**src/rtl/sprite_blitter.sv**
```systemverilog
// sprite_blitter: walks one SPRITE_W x SPRITE_H sprite from a synchronous ROM
// and streams its pixels to the VGA adapter. Transparent pixels and pixels
// past the right or bottom screen edge are suppressed.
// Ports:
//   clk, resetn            clock, asynchronous active-low reset
//   start                  draw request, sampled only in IDLE
//   sprite_id/base_x/base_y  sprite select and top-left corner, latched on accept
//   busy, done             busy from accept through the done pulse; done one cycle
//   rom_addr, rom_data     ROM read address (combinational) / data (1-cycle latency)
//   x, y, colour, plot     registered pixel write to the VGA adapter
module sprite_blitter #(
  parameter int unsigned SPRITE_W    = 8,
  parameter int unsigned SPRITE_H    = 8,
  parameter int unsigned NUM_SPRITES = 4,
  parameter int unsigned SCREEN_W    = 160,
  parameter int unsigned SCREEN_H    = 120,
  parameter logic [8:0]  TRANSPARENT = 9'h1FF,
  parameter int unsigned ROM_AW      = 8
) (
  input  logic                           clk,
  input  logic                           resetn,
  input  logic                           start,
  input  logic [$clog2(NUM_SPRITES)-1:0] sprite_id,
  input  logic [7:0]                     base_x,
  input  logic [6:0]                     base_y,
  output logic                           busy,
  output logic                           done,
  output logic [ROM_AW-1:0]              rom_addr,
  input  logic [8:0]                     rom_data,
  output logic [7:0]                     x,
  output logic [6:0]                     y,
  output logic [8:0]                     colour,
  output logic                           plot
);

  localparam int unsigned IDW = $clog2(NUM_SPRITES);
  localparam int unsigned CW  = $clog2(SPRITE_W);
  localparam int unsigned RW  = $clog2(SPRITE_H);
  localparam logic [8:0]  SCR_W9 = 9'(SCREEN_W);
  localparam logic [7:0]  SCR_H8 = 8'(SCREEN_H);

  typedef enum logic [1:0] {IDLE, RUN, DRAIN, DONE} state_t;

  // Position tag travelling alongside the ROM read
  typedef struct packed {
    logic       valid;
    logic [8:0] sx;
    logic [7:0] sy;
  } tag_t;

  state_t         state_q, state_d;
  logic [CW-1:0]  col_q, col_d;
  logic [RW-1:0]  row_q, row_d;
  logic           drain_q, drain_d;
  logic [IDW-1:0] id_q, id_d;
  logic [7:0]     bx_q, bx_d;
  logic [6:0]     by_q, by_d;
  tag_t           tag_q;
  logic           busy_q, done_q, plot_q;
  logic [7:0]     x_q;
  logic [6:0]     y_q;
  logic [8:0]     colour_q;
  logic           plot_c;

  // Next-state and counter logic
  always_comb begin
    state_d = state_q;
    col_d   = col_q;
    row_d   = row_q;
    drain_d = drain_q;
    id_d    = id_q;
    bx_d    = bx_q;
    by_d    = by_q;
    unique case (state_q)
      IDLE: begin
        if (start) begin
          id_d    = sprite_id;
          bx_d    = base_x;
          by_d    = base_y;
          col_d   = '0;
          row_d   = '0;
          state_d = RUN;
        end
      end
      RUN: begin
        col_d = col_q + CW'(1);
        if (col_q == CW'(SPRITE_W - 1)) begin
          col_d = '0;
          row_d = row_q + RW'(1);
          if (row_q == RW'(SPRITE_H - 1)) begin
            row_d   = '0;
            drain_d = 1'b0;
            state_d = DRAIN;
          end
        end
      end
      DRAIN: begin
        if (drain_q) state_d = DONE;
        else         drain_d = 1'b1;
      end
      DONE:    state_d = IDLE;
      default: state_d = IDLE;
    endcase
  end

  // Sprites are power-of-two sized, so the linear address is a concatenation
  assign rom_addr = (state_q == RUN) ? ROM_AW'({id_q, row_q, col_q}) : '0;

  assign plot_c = tag_q.valid && (rom_data != TRANSPARENT) &&
                  (tag_q.sx < SCR_W9) && (tag_q.sy < SCR_H8);

  // State, counters, tag pipe and registered pixel outputs
  always_ff @(posedge clk or negedge resetn) begin
    if (!resetn) begin
      state_q  <= IDLE;
      col_q    <= '0;
      row_q    <= '0;
      drain_q  <= 1'b0;
      id_q     <= '0;
      bx_q     <= '0;
      by_q     <= '0;
      tag_q    <= '0;
      busy_q   <= 1'b0;
      done_q   <= 1'b0;
      plot_q   <= 1'b0;
      x_q      <= '0;
      y_q      <= '0;
      colour_q <= '0;
    end else begin
      state_q     <= state_d;
      col_q       <= col_d;
      row_q       <= row_d;
      drain_q     <= drain_d;
      id_q        <= id_d;
      bx_q        <= bx_d;
      by_q        <= by_d;
      tag_q.valid <= (state_q == RUN);
      tag_q.sx    <= 9'(bx_q) + 9'(col_q);
      tag_q.sy    <= 8'(by_q) + 8'(row_q);
      busy_q      <= (state_d != IDLE);
      done_q      <= (state_d == DONE);
      plot_q      <= plot_c;
      // Pixel fields only move on a real plot; the adapter ignores them otherwise
      if (plot_c) begin
        x_q      <= tag_q.sx[7:0];
        y_q      <= tag_q.sy[6:0];
        colour_q <= rom_data;
      end
    end
  end

  assign busy   = busy_q;
  assign done   = done_q;
  assign plot   = plot_q;
  assign x      = x_q;
  assign y      = y_q;
  assign colour = colour_q;

endmodule

```
**config.mk**
```make
export PLATFORM = sky130hd
export DESIGN_NAME = sprite_blitter
export DESIGN_NICKNAME = d
export VERILOG_FILES = /design/src/rtl/sprite_blitter.sv
export SDC_FILE = /design/constraint.sdc
export NUM_CORES = 1
export LEC_CHECK = 0
export BUFFER_PORTS_ARGS = -buffer_cell sky130_fd_sc_hd__clkbuf_2
export CORE_ASPECT_RATIO = 1.75
export CORE_MARGIN = 2
export CORE_UTILIZATION = 54
export CTS_CLUSTER_DIAMETER = 40
export DETAILED_ROUTE_END_ITERATION = 6
export HOLD_SLACK_MARGIN = 0.12
export PLACE_DENSITY = 0.88
export SLEW_MARGIN = 20
export SYNTH_ARGS = -nofsm -noshare
export SYNTH_HDL_FRONTEND = slang
export SYNTH_SLANG_ARGS = --single-unit
```
**constraint.sdc**
```tcl
create_clock -name clk -period 2.2 [get_ports clk]
set_input_delay 0.22 -clock clk [delete_from_list [all_inputs] [get_ports clk]]
set_output_delay 0.22 -clock clk [all_outputs]
set_load 0.02 [all_outputs]
```
==> results of run 1 <==
[state kept, by name (all words and copies together), names as in the netlist, 2 cells and up]
register	flops
x	8
bx_q	8
state_q	2
y	7
id_q	2
by_q	7
col_q	3
row_q	3
tag_q	18
colour	9
[stage by stage]
| step | utilization, % | setup slack, ps | power [uW] |
|---|---|---|---|
| final | 73.13 | 243.6 | 5853 |
| after global routing | 73.13 | 129.7 | 6270 |
| after CTS | 73.13 | 234.1 | 5920 |
| after detailed placement | 64.56 | 471.8 | 4598 |
| after floorplan | - | 607.8 | 3959 |
| after global placement | 64.56 | 550.8 | 4487 |
[synth_stat cells, types with 2 or more instances]
library cell  count
a32o_1            3
buf_2             3
ha_1             10
buf_6             2
a22o_1            3
nor2_1           10
nor3b_1           2
dfrtp_1          71
fa_1              2
xor2_1            5
a21o_1            4
and2_1            8
inv_1             6
mux2_2           21
o22a_2            2
o21ai_0           4
nand4_1           4
mux2_4           17
xnor2_1           6
nand2_1           9
a21oi_1           5
[layout make-up]
cell class / instances / area, um2
clock buffers: 10 / 137.6
clock inverters: 6 / 116.4
multi-input cells: 123 / 1151
repair buffers: 88 / 578.1
flip-flops and latches: 71 / 1777
fillers: 350 / 1424
well taps: 74 / 92.59
inverters: 6 / 22.52
[repair_timing]
item	4_1_cts	5_1_grt
endpoints found under the hold margin	90	0
endpoints found under the setup margin	0	0
hold buffers	20	0
[layer usage]
metal / vias to the layer above / track usage, % / wire, um
met5: - / 0 / 0
met4: 0 / 11.79 / 117
met3: 8 / 4.304 / 194
met2: 51 / 35.62 / 3091
met1: 946 / 21.39 / 2001
li1: 912 / - / -
[path summary, 6_finish.rpt]
check / slack [ps] / endpoint / depth (start not counted)
max in group asynchronous: 1480 / x[6] / 3
min in group asynchronous: 430 / done / 3
hold reg to reg: 480 / x[4] / 1
setup reg to reg: 460 / colour[3] / 5
hold / removal: 130 / colour[5] / 2
setup / recovery: 240 / rom_addr[4] / 4
[worst max-delay path: stages, from the launching register on]
cell,delay (ps)
dfrtp_1,460
nor2b_1,350
buf_4,260
and2_1,150
clkbuf_2,170
[report_power, final]
| group | leakage [uW] | total, uW | switching [uW] | internal [uW] |
|---|---|---|---|---|
| clock network | 0.000127 | 1280 | 485 | 791 |
| logic | 0.000908 | 2320 | 1120 | 1200 |
| registers | 0.000843 | 2260 | 379 | 1880 |
[cell families (layout without fill, tap and decap cells)]
kind of cell / count (synthesis) / after routing / synth area share (%)
DFF: 71 / 71 / 59.49
muxes: 38 / 38 / 16.46
and+or+nand+nor: 38 / 38 / 6.703
AOI/OAI and AO/OA: 24 / 24 / 6.452
adders and majority gates: 12 / 12 / 5.530
buffers and inverters: 12 / 110 / 2.136
xor gates and xnor gates: 11 / 11 / 3.226
==> flow_metrics.py, run 1 <==
metrics = {
    "floorplan": {
        "number_of_placement_rows": 35,
        "fp.dieW_um": 60.22,
        "chipHeight_um": 102.4,
        "pin_count": 64,
        "initial_utilization_pct": 56.36,
        "die-area_um2": 6165,
        "total_core_area_um2": 5299,
    },
    "min_path": {
        "hold_path_class": "input pin to flip-flop",
        "worstHoldStart": "rom_data[5]",
    },
    "timing": {
        "setup_viol": 0,
        "max_slew_margin_pct": 62.18,
        "worst_clock_skew_ps": 6.017,
        "tightest_slew_ps": 564.9,
        "fmaxAchievable_mhz": 511.2,
        "fin_tns_setup_ps": 0,
        "final-hold-violation-count": 0,
        "hold_ws_ps": 131.0,
        "grt_setup_unrepaired": "false",
        "slew_viols_final": 0,
        "finalCritPeriodShare_pct": 88.93,
        "time_the_worst_path_needs_with_i_o_delays_and_setup_ps": 1956,
    },
    "power_and_ir_drop": {
        "ir_worst_vdd_uv": 706.3,
        "power.density_nw_per_um2": 1511,
        "power_leakage_uw": 0.001878,
    },
    "routing": {
        "drt_iter0_drc": 65,
        "via_count": 1917,
        "via_density_per_instance": 5.071,
        "drt-total-wl_um": 5405,
        "detail_route.first_pass.iterations": 4,
        "wire_per_inst_um": 14.30,
        "drt_drc_violations_left": 0,
        "drtAntennaViolNets": 0,
    },
    "cells_and_area": {
        "area_delta_synth_final_pct": 29.74,
        "insertedDiodeCount": 0,
        "most_common_library_cell_in_the_layout_ignoring_fill_and_taps": "dfrtp_1",
        "final_cell_count_no_fill": 378,
        "finalInstanceArea_um2": 3875,
        "finalNetCount": 340,
        "layout.cells.most_common_list": "dfrtp_1, clkbuf_2, mux2_2",
        "fraction_of_layout_instances_using_a_drive_strength_above_1_pct": 41.78,
    },
    "global_route": {
        "grt_antenna_before_repair": 0,
        "largest_net_degree_at_the_start_of_global_routing": 72,
        "grt-ovfl-total": 0,
        "grt_first_pass_wirelength_um": 9011,
        "grt_pass1_vias": 2032,
        "grt.total_usage_pct": 20.23,
    },
    "yosys": {
        "post_synth_instance_area_um2": 2987,
        "synth-seq-cells": 71,
        "synth.area.top_cells": "dfrtp_1, mux2_4, mux2_2, ha_1, xnor2_1",
        "yosysTopAreaCellShare_pct": 59.49,
        "syn-num-nets": 247,
        "syn-mean-instance-area_um2": 14.50,
        "synth_warnings": 0,
        "synth_sequential_area_ratio_pct": 59.49,
        "yosys_most_used_dff": "dfrtp_1",
        "synthDistinctLibCells": 30,
        "asyncSetResetFlopFracSynth_pct": 100.0,
        "synth_edf_count": 0,
        "synthDominantAreaCellType": "dfrtp_1",
        "syn_inst": 206,
    },
    "placement": {
        "gp_congestion": 0.7858,
        "dp.cells": 342,
        "place.detailed.hpwl_um": 3757,
        "place.port_buffers": 63,
        "placedInstanceArea_um2": 3421,
    },
    "cts": {
        "cts_tree": "yes",
        "clockBufferDepth": 2,
        "count_of_instances_resized_after_the_clock_tree_is_built": 0,
        "cts_inserted_buffers": 9,
        "cts.repair_timing.setup_buffer_count": 0,
        "clkTransAtPathRegs_ps": 70,
        "cts-root-buf": "clkbuf_8",
        "clk_latency_ps": 350,
        "h-tree-depth": 3,
        "clock_sinks": 71,
    },
    "critical_path": {
        "crit_path_end_kind": "primary output",
        "worstSetupPathType": "flip-flop to primary output",
        "cp-startpoint": "state_q[0]",
        "critPathLaunchType": "flip-flop",
        "crit_arrival_ps": 1740,
        "crit_required_ps": 1980,
        "crit_fanout": 13,
        "r2r-start": "tag_q[13]",
    },
    "outcome": {
        "status": "finished clean",
    },
    "run": {
        "maxCapViolCount": 0,
    },
}
Power figures use the tool's default switching activity.
==> run 2: changes to the inputs <==
GPL_TIMING_DRIVEN = 0   (was default)
==> run 2 against run 1 <==
- first-iteration DRC count decreased by 43%
- clock-buffer cell count rose by 4
- sequential share of layout area rose by 0.91 points
- sequential cell count unchanged
- register-to-register slack worse by 30 ps
- critical path type unchanged
- highest routed layer unchanged
==> flow_metrics.py, run 2 (synthesis gave the netlist of run 1 again) <==
metrics = {
    "cts": {
        "clk_latency_ps": 330,
        "h-tree-depth": 3,
        "cts-root-buf": "clkbuf_8",
        "clkTransAtPathRegs_ps": 70,
        "clockBufferDepth": 2,
        "cts.repair_timing.setup_buffer_count": 0,
        "clock_sinks": 71,
        "cts_inserted_buffers": 9,
        "cts_tree": "yes",
    },
    "floorplan": {
        "number_of_placement_rows": 35,
        "total_core_area_um2": 5299,
        "initial_utilization_pct": 56.36,
        "chipHeight_um": 102.4,
        "pin_count": 64,
        "fp.dieW_um": 60.22,
        "die-area_um2": 6165,
    },
    "placement": {
        "place.detailed.hpwl_um": 3819,
        "place.port_buffers": 63,
        "placedInstanceArea_um2": 3417,
        "gp_congestion": 0.8246,
    },
    "power_and_ir_drop": {
        "ir_worst_vdd_uv": 928.1,
        "power.density_nw_per_um2": 1523,
        "p_total_uw": 5786,
        "power_leakage_uw": 0.001853,
    },
    "routing": {
        "drtAntennaViolNets": 0,
        "via_count": 1914,
        "detail_route.first_pass.iterations": 4,
        "via_density_per_instance": 5.118,
        "drt-total-wl_um": 5212,
        "wire_per_inst_um": 13.94,
        "drt_iter0_drc": 37,
        "drt_drc_violations_left": 0,
    },
    "timing": {
        "slew_viols_final": 0,
        "finalCritPeriodShare_pct": 94.60,
        "setup_viol": 0,
        "tightest_slew_ps": 429.3,
        "fmaxAchievable_mhz": 480.5,
        "fin_tns_setup_ps": 0,
        "max_slew_margin_pct": 71.38,
        "grt_setup_unrepaired": "false",
        "final-hold-violation-count": 0,
        "time_the_worst_path_needs_with_i_o_delays_and_setup_ps": 2081,
        "worst_clock_skew_ps": 5.205,
    },
    "critical_path": {
        "cp-startpoint": "state_q[0]",
        "crit_arrival_ps": 1860,
        "critPathLaunchType": "flip-flop",
        "worstSetupPathType": "flip-flop to primary output",
        "crit_fanout": 10,
        "crit_path_end_kind": "primary output",
        "crit_required_ps": 1980,
        "r2r-start": "tag_q[13]",
    },
    "global_route": {
        "grt.total_usage_pct": 19.35,
        "grt_pass1_vias": 1961,
        "largest_net_degree_at_the_start_of_global_routing": 42,
        "grt_first_pass_wirelength_um": 8666,
        "grt-ovfl-total": 0,
        "grt_antenna_before_repair": 0,
    },
    "cells_and_area": {
        "max_flop_register": "tag_q",
        "most_common_library_cell_in_the_layout_ignoring_fill_and_taps": "dfrtp_1",
        "layout.cells.most_common_list": "dfrtp_1, clkbuf_2, mux2_2",
        "fraction_of_layout_instances_using_a_drive_strength_above_1_pct": 42.00,
        "final.fill_count": 376,
        "insertedDiodeCount": 0,
        "largest_register_ff_count": 18,
        "finalNetCount": 336,
        "area_delta_synth_final_pct": 27.23,
        "finalInstanceArea_um2": 3800,
    },
    "min_path": {
        "hold_path_class": "input pin to flip-flop",
        "worstHoldStart": "base_x[6]",
    },
    "outcome": {
        "status": "finished clean",
    },
    "run": {
        "maxCapViolCount": 0,
    },
}
[run 2: changes by cell type in the layout (fill, tap and decap cells not counted), sizes merged]
cell,before,now
inv,7,6
dlygate4sd3,20,14
clkbuf,72,78
bufinv,3,2
clkinv,2,0
[run 2: cell type report]
| class | instances | area, um2 | area share, % |
|---|---|---|---|
| plain buffers | 6 | 41.29 | 1.087 |
| clock buffers | 14 | 182.7 | 4.807 |
| clock inverters | 2 | 60.06 | 1.581 |
| inverters | 6 | 22.52 | 0.5927 |
| multi-input cells | 123 | 1146 | 30.16 |
| flip-flops and latches | 71 | 1777 | 46.76 |
| well taps | 74 | 92.59 | 2.437 |
| repair buffers | 78 | 478.0 | 12.58 |
[run 2: routing by layer]
| metal | track usage, % | part of all wire, % | vias to the layer above |
|---|---|---|---|
| li1 | - | - | 898 |
| met1 | 20.73 | 38 | 956 |
| met3 | 2.785 | 3.5 | 12 |
| met2 | 33.61 | 56 | 48 |
| met5 | 0 | 0 | - |
| met4 | 13.50 | 3.1 | 0 |
[run 2: report_power, final]
part | switching [uW] | internal (uW) | leakage [uW] | total (uW)
clock | 444 | 763 | 0.000123 | 1210
sequential | 370 | 1880 | 0.000843 | 2250
combinational | 1120 | 1200 | 0.000887 | 2330
total | 1940 | 3850 | 0.00185 | 5790
[run 2: final timing paths]
path	depth (start not counted)	end	slack, ps
max	5	rom_addr[2]	120
min	2	bx_q[6]	130
max reg2reg	5	y[2]	430
min reg2reg	1	x[3]	470
max in group asynchronous	3	colour[5]	1260
min in group asynchronous	2	busy	390
[run 2: stage by stage]
stage | hold slack (ps) | util, % | setup WS [ps] | std cells
floorplan | -75.59 | - | 607.8 | 206
global placement | 431.2 | 64.06 | 418.8 | 343
detailed placement | 210.3 | 64.49 | 406.9 | 344
CTS | 121.2 | 71.71 | 120.3 | 374
global route | 129.7 | 71.71 | 0.2904 | 374
finish | 134.2 | 71.71 | 118.9 | 374
[run 2: repair_timing]
item	in CTS	in global routing
resized for setup	0	0
setup endpoints to repair	0	0
endpoints found under the hold margin	43	0
hold buffers	14	0
[run 2: worst max-delay path: stages (launching register included)]
cell and delay [ps]:
dfrtp_1 450, nor2b_1 150, buf_2 210, clkbuf_1 360
and2_1 190, clkbuf_2 170
==> run 3: changes to the inputs <==
BUFFER_PORTS_ARGS = default   (was -buffer_cell sky130_fd_sc_hd__clkbuf_2)
CORE_ASPECT_RATIO = 0.9   (was 1.75)
CORE_UTILIZATION = 55   (was 54)
DONT_BUFFER_PORTS = 1   (was default)
PLACE_DENSITY = 0.79   (was 0.88)
==> run 3 against run 2 <==
- fmax increased by 16%
- register-to-register slack got worse by 30 ps
- sequential power increased by 15%
- critical endpoint is now colour[5]
- sequential cell count unchanged
- sequential share of layout area increased by 2.8 points
- via count decreased by 10%
- clock skew about the same
- largest power group is now sequential cells
- worst setup slack improved by 280 ps
- final cell count decreased by 15%
==> flow_metrics.py, run 3 (synthesis gave the netlist of run 1 again) <==
metrics = {
    "cells_and_area": {
        "area_delta_synth_final_pct": 19.98,
        "finalNetCount": 286,
        "final_cell_count_no_fill": 317,
        "most_common_library_cell_in_the_layout_ignoring_fill_and_taps": "dfrtp_1",
        "final.fill_count": 379,
        "layout.cells.most_common_list": "dfrtp_1, dlygate4sd3_1, mux2_2",
        "fraction_of_layout_instances_using_a_drive_strength_above_1_pct": 25.20,
        "finish.utilization_pct": 68.19,
        "largest_register_ff_count": 18,
        "max_flop_register": "tag_q",
        "insertedDiodeCount": 0,
    },
    "floorplan": {
        "number_of_placement_rows": 25,
        "die-area_um2": 6037,
        "chipHeight_um": 73.91,
        "pin_count": 64,
        "initial_utilization_pct": 56.83,
        "fp.dieW_um": 81.68,
        "total_core_area_um2": 5255,
    },
    "power_and_ir_drop": {
        "switchingPower_uw": 1880,
        "power_leakage_uw": 0.001636,
        "clock_network_fraction_of_design_power_pct": 19.9,
        "sw_frac_of_total_pct": 34.92,
        "combPwrFrac_pct": 32.0,
        "ir_worst_vdd_uv": 690.0,
        "power.share.sequential_pct": 48.1,
        "power.density_nw_per_um2": 1502,
        "p_total_uw": 5384,
        "intPower_uw": 3504,
    },
    "critical_path": {
        "crit_arrival_ps": 2030,
        "crit_path_end_kind": "flip-flop",
        "crit_fanout": 10,
        "critPathLaunchType": "flip-flop",
        "worstSetupPathType": "flip-flop to flip-flop",
        "r2r_setup_slack_ps": 400,
        "crit_required_ps": 2430,
    },
    "cts": {
        "cts-root-buf": "clkbuf_8",
        "cts.repair_timing.setup_buffer_count": 0,
        "h-tree-depth": 3,
        "cts_tree": "yes",
        "clockBufferDepth": 2,
        "count_of_instances_resized_after_the_clock_tree_is_built": 0,
        "clock_sinks": 71,
        "clk_latency_ps": 340,
        "cts_inserted_buffers": 9,
        "clkTransAtPathRegs_ps": 70,
    },
    "global_route": {
        "grt.met2_usage_pct": 31.33,
        "groute.layer.met3.usage_pct": 10.81,
        "gr-max-usage-layer": "met2",
        "grt.total_usage_pct": 20.33,
        "grt_pass1_vias": 1812,
        "grt-ovfl-total": 0,
        "grt_antenna_before_repair": 0,
        "grt_first_pass_wirelength_um": 8742,
        "gr-usage-met1_pct": 24.90,
        "largest_net_degree_at_the_start_of_global_routing": 72,
    },
    "placement": {
        "place.port_buffers": 0,
        "place.detailed.hpwl_um": 3421,
        "gp_congestion": 0.8176,
        "dp.cells": 273,
        "detailedPlace.worstSlack_ps": 392.9,
    },
    "outcome": {
        "status": "finished clean",
    },
    "min_path": {
        "hold_path_class": "input pin to flip-flop",
    },
    "timing": {
        "time_the_worst_path_needs_with_i_o_delays_and_setup_ps": 1800,
        "setup_viol": 0,
        "slew_viols_final": 0,
        "fin_tns_setup_ps": 0,
        "fmaxAchievable_mhz": 555.6,
        "worst_clock_skew_ps": 5.556,
        "grt_setup_unrepaired": "false",
        "finalCritPeriodShare_pct": 81.81,
        "final-hold-violation-count": 0,
        "tightest_slew_ps": 355.0,
        "max_slew_margin_pct": 76.08,
        "timing.final.ws_setup_ps": 400.1,
    },
    "routing": {
        "drt_drc_violations_left": 0,
        "drtAntennaViolNets": 0,
        "wire_per_inst_um": 16.57,
        "via_count": 1715,
        "drt-total-wl_um": 5253,
        "detail_route.first_pass.iterations": 5,
        "drt_iter0_drc": 73,
        "via_density_per_instance": 5.410,
    },
    "run": {
        "maxCapViolCount": 0,
    },
}
run 3: cell count changes in the layout (fill, tap and decap cells not counted), sizes merged:
cell / change
clkinv: +2
clkbuf: -65
dlygate4sd3: +14
bufinv: -1
run 3: layout make-up:
cell class	instances	area [um2]	area share, %
Buffer	5	37.54	1.047
Clock buffer	13	168.9	4.714
Clock inverter	3	40.04	1.117
Inverter	6	22.52	0.6285
Multi-Input combinational cell	123	1146	31.98
Sequential cell	71	1777	49.58
Tap cell	67	83.83	2.339
Timing Repair Buffer	29	307.8	8.589
run 3: what timing repair did:
action / in CTS / in global routing
hold buffers: 29 / 0
hold endpoints to repair: 98 / 0
endpoints found under the setup margin: 0 / 8
run 3: through the flow:
step	hold slack, ps	area [um2]
5_1_grt	227.9	3583
2_1_floorplan	-75.59	2987
3_5_place_dp	-74.08	3070
4_1_cts	211.6	3587
6_report	234.3	3583
3_3_place_gp	-73.86	3070
run 3: power by group through the flow:
stage	clock network, uW	logic, uW	registers (uW)
after detailed placement	0	1670	2620
final	1070	1720	2590
after global placement	0	1610	2590
after global routing	1160	1910	2680
after floorplan	0	1470	2480
after CTS	1100	1750	2600
run 3: path summary, 6_finish.rpt:
path	cells after the start	startpoint	to
max	5	tag_q[13]	colour[5]
min	2	start	col_q[1]
max reg2reg	5	tag_q[13]	colour[5]
min reg2reg	1	tag_q[1]	y[1]
max in group asynchronous	2	resetn	tag_q[4]
min in group asynchronous	2	resetn	tag_q[8]
run 3: routing by layer:
metal / up-vias / share of wire, %
met5: - / 0
met4: 0 / 1.3
met3: 7 / 8.8
met2: 60 / 48
met1: 850 / 42
li1: 798 / -
run 3: critical path, cell delays in order (launching register included):
cell     delay [ps]
dfrtp_1         380
o21ai_1         180
nand4_2         190
a41oi_4         380
buf_6           240
mux2_4          320
